File: config.mk
export PLATFORM = sky130hd
export DESIGN_NAME = weighted_rr_arbiter_flat
export DESIGN_NICKNAME = d
export VERILOG_FILES = /design/src/rtl/weighted_rr_arbiter_if.sv /design/src/rtl/weighted_rr_arbiter.sv /design/src/flat_wrapper.sv
export SDC_FILE = /design/constraint.sdc
export NUM_CORES = 1
export LEC_CHECK = 0
export ABC_CLOCK_PERIOD_IN_PS = 3100
export BUFFER_PORTS_ARGS = -buffer_cell sky130_fd_sc_hd__buf_2
export CORE_UTILIZATION = 40
export DETAILED_ROUTE_END_ITERATION = 6
export HOLD_SLACK_MARGIN = 0.12
export PLACE_DENSITY = 0.62
export SYNTH_ARGS = -nofsm -noshare
export SYNTH_HDL_FRONTEND = slang
export SYNTH_SLANG_ARGS = --single-unit
File: constraint.sdc
create_clock -name clk -period 3.1 [get_ports clk]
set_input_delay 0.155 -clock clk [delete_from_list [all_inputs] [get_ports clk]]
set_output_delay 0.155 -clock clk [all_outputs]
set_load 0.05 [all_outputs]
File: src/rtl/weighted_rr_arbiter_if.sv
// Request/grant bundle for the weighted round-robin arbiter.
// The requester side drives req/weight/gnt_ready; the arbiter drives the grant.
interface weighted_rr_arbiter_if #(
   parameter int unsigned NUM_REQUESTS = 4,
   parameter int unsigned WEIGHT_W     = 4
);
   localparam int unsigned IDX_W = (NUM_REQUESTS > 1) ? $clog2(NUM_REQUESTS) : 1;

   logic [NUM_REQUESTS-1:0]          req;
   logic [NUM_REQUESTS*WEIGHT_W-1:0] weight;
   logic                             gnt_ready;
   logic                             gnt_valid;
   logic [IDX_W-1:0]                 gnt;
   logic [NUM_REQUESTS-1:0]          gnt_onehot;

   modport master (
      output req,
      output weight,
      output gnt_ready,
      input  gnt_valid,
      input  gnt,
      input  gnt_onehot
   );

   modport slave (
      input  req,
      input  weight,
      input  gnt_ready,
      output gnt_valid,
      output gnt,
      output gnt_onehot
   );
endinterface

File: src/rtl/weighted_rr_arbiter.sv
// Weighted round-robin arbiter with a registered, sticky grant.
// A selected owner keeps the grant for up to eff_weight accepted transfers while it
// keeps requesting; then the search pointer moves past it. Zero weight counts as 1.
module weighted_rr_arbiter #(
   parameter int unsigned NUM_REQUESTS = 4,
   parameter int unsigned WEIGHT_W     = 4
) (
   input logic                 clk,
   input logic                 rst_n,
   weighted_rr_arbiter_if.slave bus
);
   localparam int unsigned IDX_W = (NUM_REQUESTS > 1) ? $clog2(NUM_REQUESTS) : 1;
   localparam logic [IDX_W-1:0] LAST_IDX = IDX_W'(NUM_REQUESTS - 1);

   typedef enum logic {StIdle, StGrant} state_e;

   state_e                  state_q, state_d;
   logic [IDX_W-1:0]        ptr_q, ptr_d;
   logic [IDX_W-1:0]        owner_q, owner_d;
   logic [WEIGHT_W-1:0]     credit_q, credit_d;
   logic [NUM_REQUESTS-1:0] onehot_q, onehot_d;

   logic [WEIGHT_W-1:0]     weight_arr [NUM_REQUESTS];
   logic [IDX_W-1:0]        rot_ptr;
   logic [IDX_W-1:0]        scan_start;
   logic [IDX_W-1:0]        winner;
   logic                    winner_found;
   logic [WEIGHT_W-1:0]     win_weight;
   logic [WEIGHT_W-1:0]     win_credit;

   // Unpack the flat weight bus into per-requester fields.
   always_comb begin : unpack_weights
      for (int unsigned i = 0; i < NUM_REQUESTS; i++) begin
         weight_arr[i] = bus.weight[i*WEIGHT_W +: WEIGHT_W];
      end
   end

   // Pointer that follows the current owner, wrapping after the last requester.
   always_comb begin : rotate_ptr
      rot_ptr = (owner_q == LAST_IDX) ? '0 : owner_q + 1'b1;
   end

   // Circular scan for the first active request; at rotation the scan already starts
   // past the owner so the new grant lands in the same cycle the pointer moves.
   always_comb begin : scan
      int unsigned idx;
      idx          = 0;
      scan_start   = (state_q == StGrant) ? rot_ptr : ptr_q;
      winner       = '0;
      winner_found = 1'b0;
      for (int unsigned k = 0; k < NUM_REQUESTS; k++) begin
         idx = 32'(scan_start) + k;
         if (idx >= NUM_REQUESTS) begin
            idx = idx - NUM_REQUESTS;
         end
         if (!winner_found && bus.req[IDX_W'(idx)]) begin
            winner       = IDX_W'(idx);
            winner_found = 1'b1;
         end
      end
   end

   // Re-grants left for a newly selected owner: eff_weight - 1, zero weight acting as 1.
   always_comb begin : credit_calc
      win_weight = weight_arr[winner];
      win_credit = (win_weight == '0) ? '0 : win_weight - 1'b1;
   end

   // Next-state logic: idle pickup, sticky hold, burst re-grant, or rotation.
   always_comb begin : fsm_next
      state_d  = state_q;
      ptr_d    = ptr_q;
      owner_d  = owner_q;
      credit_d = credit_q;
      onehot_d = onehot_q;
      unique case (state_q)
         StIdle: begin
            if (winner_found) begin
               state_d          = StGrant;
               owner_d          = winner;
               credit_d         = win_credit;
               onehot_d         = '0;
               onehot_d[winner] = 1'b1;
            end
         end
         StGrant: begin
            if (bus.gnt_ready) begin
               if ((credit_q != '0) && bus.req[owner_q]) begin
                  credit_d = credit_q - 1'b1;
               end else begin
                  // Leftover credit is dropped here whether or not anyone requests.
                  ptr_d = rot_ptr;
                  if (winner_found) begin
                     owner_d          = winner;
                     credit_d         = win_credit;
                     onehot_d         = '0;
                     onehot_d[winner] = 1'b1;
                  end else begin
                     state_d  = StIdle;
                     credit_d = '0;
                     onehot_d = '0;
                  end
               end
            end
         end
         default: begin
            state_d = StIdle;
         end
      endcase
   end

   // State register; reset clears all burst state without waiting for a clock.
   always_ff @(posedge clk or negedge rst_n) begin : fsm_regs
      if (!rst_n) begin
         state_q  <= StIdle;
         ptr_q    <= '0;
         owner_q  <= '0;
         credit_q <= '0;
         onehot_q <= '0;
      end else begin
         state_q  <= state_d;
         ptr_q    <= ptr_d;
         owner_q  <= owner_d;
         credit_q <= credit_d;
         onehot_q <= onehot_d;
      end
   end

   // Outputs come straight from registers: no path from req or gnt_ready.
   assign bus.gnt_valid  = (state_q == StGrant);
   assign bus.gnt        = owner_q;
   assign bus.gnt_onehot = onehot_q;
endmodule

File: src/flat_wrapper.sv
// flat-port wrapper written by rule: the top's interface ports become plain ports
module weighted_rr_arbiter_flat 
#(
   parameter int unsigned NUM_REQUESTS = 4,
   parameter int unsigned WEIGHT_W     = 4
)
  (clk, rst_n, bus_req, bus_weight, bus_gnt_ready, bus_gnt_valid, bus_gnt, bus_gnt_onehot);
  weighted_rr_arbiter_if #(.NUM_REQUESTS(NUM_REQUESTS), .WEIGHT_W(WEIGHT_W)) bus_i ();
  input logic clk;
  input logic rst_n;
  input wire logic [$bits(bus_i.req)-1:0] bus_req;
  input wire logic [$bits(bus_i.weight)-1:0] bus_weight;
  input wire logic [$bits(bus_i.gnt_ready)-1:0] bus_gnt_ready;
  output wire logic [$bits(bus_i.gnt_valid)-1:0] bus_gnt_valid;
  output wire logic [$bits(bus_i.gnt)-1:0] bus_gnt;
  output wire logic [$bits(bus_i.gnt_onehot)-1:0] bus_gnt_onehot;
  assign bus_i.req = bus_req;
  assign bus_i.weight = bus_weight;
  assign bus_i.gnt_ready = bus_gnt_ready;
  assign bus_gnt_valid = bus_i.gnt_valid;
  assign bus_gnt = bus_i.gnt;
  assign bus_gnt_onehot = bus_i.gnt_onehot;
  weighted_rr_arbiter #(.NUM_REQUESTS(NUM_REQUESTS), .WEIGHT_W(WEIGHT_W)) u_core (.clk(clk), .rst_n(rst_n), .bus(bus_i));
endmodule
==> results.txt <==
CTS tree - yes
routed vias - 964
Routed WL - 2.44 mm
delay-heaviest family, CP - compound AO/OA/AOI/OAI gates
Root Driver - clkbuf_4
pin count of the biggest net entering global routing - 18
Tot GR Track Use - 19.4%
total CTS buffers - 3
placed inst area - 1190 µm²
Rel. slew slack - 65.0%
max_cap viols - 0
GR peak layer - met2
leakage - 0.586 nW
Cell Pwr Density - 999 nW/µm²
core area - 2300 µm²
Final HPWL DP - 1.91 mm
sequential element share of the synthesized area - 31.9%
post-synth cell types - 34
nets@finish - 172
startpoint types - register
critical path class - register to register
Cell Rows - 17
area growth from synthesis to layout - 20.9%
Remaining DRCs - 0
Vias/cell - 5.54
area of the mapped netlist - 1020 µm²
f_max - 359 MHz
Final setup viols - 0
flops & latches, synth - 13
run status - finished, final reports clean
utilization after layout - 53.6%
Slew @ Worst Pin - 0.521 ns
fin crit period - 2.79 ns
worst hold slack - 0.180 ns
drt pass-1 iters - 4
peak supply drop - 0.000535 V
average routed wire per standard cell - 14.0 µm
H-tree depth - 1
Die ar. - 2760 µm²
CTS Sinks - 13
net count after synthesis - 138
Reg2Reg Setup Slack - 0.31 ns
Chip Height - 52.5 µm
setup tns final - 0 ns
CP Data Arrival Time - 2.98 ns
number of routed nets with antenna violations - 0
I/O Pins - 30
CP Capture Type - register
first-pass GRT wire length - 3.95 mm
setup bufs post-CTS - 0
GRT overflow - 0
initial DRC count - 27
total chip power - 1.23 mW
cells along the critical path - ha_1 > mux2i_1 > a21boi_0 > o211ai_2 > mux2_2 > a211o_1 > o211ai_1
die span in x - 52.5 µm
initial antenna violation count - 0
number of cells produced by synthesis - 113
Period Utilization, post-route - 89.9%
Avg Inst Size Synth - 9.02 µm²
commonest non-fill, non-tap cells in the layout - buf_2, dfrtp_1, nand2_1
ANT cells - 0
Worst Path Buf+Inv - 0
WP data required - 3.30 ns
Worst path max stage delay - 0.47 ns
vias in the first global route - 905
final hold vios - 0
Clock transition at path regs - 0.08 ns
synth warn - 0
grt met2 use - 33.1%
CP max FO - 9
Initial Util - 44.4%
# resized after CTS - 0
most common cell after layout, fill and taps aside - buf_2
Hold Path Class - primary input to register
worst skew pair latency - 0.27 ns
final instance area - 1230 µm²
Clock Skews - 0.000706 ns
GP Congestion - 0.818
grt met3 use - 4.64%
grt met1 use - 25.8%
clock tree buffer depth - 2
share of layout cells above drive strength 1 - 33.6%
slowest cell on the critical path - dfrtp_1
# port buffers - 29
Final Slew Violations - 0
RSZ-0062 raised after global routing - false
-- through the flow --
stage               cells  worst slack, ns
finish                174            0.313
floorplan             113            0.345
global placement      169            0.465
detailed placement    169            0.349
global route          174            0.151
CTS                   174            0.318
-- final cells by class --
type | count | area, µm²
clock buffer | 3 | 22.5
clock inverter | 1 | 5.00
fill | 221 | 1060
inverter | 7 | 26.3
multi-input combinational | 92 | 663
sequential | 13 | 325
tap | 28 | 35.0
timing repair buffer | 30 | 155
-- metal layers --
| metal | routed length (µm) | vias to the layer above | part of all wire, % |
|---|---|---|---|
| met5 | 0 | - | 0 |
| met2 | 1180 | 22 | 48 |
| met3 | 99 | 0 | 4.1 |
| met1 | 1160 | 453 | 48 |
| li1 | - | 489 | - |
| met4 | 0 | 0 | 0 |
-- worst reg2reg max path, stage by stage (launching register included) --
cell and delay [ns]:
dfrtp_1 0.47, ha_1 0.35, mux2i_1 0.40, a21boi_0 0.19, o211ai_2 0.45, mux2_2 0.45, a211o_1 0.30, o211ai_1 0.09
-- synth_stat cells --
cell type | count | area, µm²
a41oi_2 | 1 | 16.3
o221a_1 | 1 | 11.3
mux2i_1 | 7 | 70.1
a211o_1 | 1 | 8.76
nor4_1 | 2 | 12.5
nand2_1 | 12 | 45.0
and2_0 | 1 | 6.26
a31oi_1 | 1 | 6.26
a22oi_1 | 2 | 15.0
a32oi_1 | 1 | 8.76
and3_1 | 5 | 31.3
o211ai_2 | 1 | 12.5
buf_2 | 1 | 5.00
ha_1 | 2 | 25.0
a2111o_1 | 1 | 11.3
o22ai_1 | 1 | 6.26
inv_1 | 7 | 26.3
nor2b_1 | 2 | 12.5
nand2b_1 | 3 | 18.8
nand4_1 | 1 | 6.26
or2_2 | 1 | 6.26
o21ai_1 | 3 | 15.0
nor3b_1 | 2 | 15.0
mux2_2 | 11 | 124
nor3_1 | 1 | 5.00
dfrtp_1 | 13 | 325
a21boi_1 | 1 | 7.51
a21boi_0 | 1 | 7.51
o211ai_1 | 2 | 15.0
a21oi_1 | 3 | 15.0
mux4_2 | 1 | 22.5
nor2_1 | 9 | 33.8
nand3_4 | 1 | 17.5
o21ai_0 | 11 | 55.1
-- flip-flops by register name (all words and copies together) (netlist names) --
register and count:
u_core.bus.gnt_valid 1, u_core.bus.gnt_onehot 4, u_core.credit_q 4, u_core.bus.gnt 2, u_core.ptr_q 2
-- power by group --
part | leakage, nW | internal, mW | switching [mW]
combinational | 0.410 | 0.331 | 0.485
clock | 0.0177 | 0.0478 | 0.0570
sequential | 0.159 | 0.242 | 0.0682
total | 0.586 | 0.621 | 0.610
-- cell families after synthesis --
group / count (synthesis) / synth area share (%)
AOI/OAI and AO/OA: 31 / 20.7
buffers and inverters: 8 / 3.07
DFF: 13 / 31.9
and+or+nand+nor: 40 / 20.6
adders and majority gates: 2 / 2.45
muxes: 19 / 21.2
-- timing repair --
item                                    in CTS  in global routing
hold endpoints to repair                    13                  0
endpoints found under the setup margin       0                  0
hold buffers                                 1                  0
-- final timing paths --
| kind | end | cells past startpoint | start |
|---|---|---|---|
| min | u_core.bus.gnt_valid$_DFF_PN0_ | 3 | bus_req[2] |
| max reg2reg | u_core.credit_q[2]$_DFFE_PN0P_ | 7 | u_core.bus.gnt[0]$_DFFE_PN0P_ |
| max | u_core.credit_q[2]$_DFFE_PN0P_ | 7 | u_core.bus.gnt[0]$_DFFE_PN0P_ |
| min in group asynchronous | u_core.ptr_q[0]$_DFFE_PN0P_ | 2 | rst_n |
| min reg2reg | u_core.bus.gnt_onehot[0]$_DFFE_PN0P_ | 2 | u_core.bus.gnt_onehot[0]$_DFFE_PN0P_ |
| max in group asynchronous | u_core.credit_q[0]$_DFFE_PN0P_ | 2 | rst_n |
Note: power is estimated with default switching activity, not from simulation.
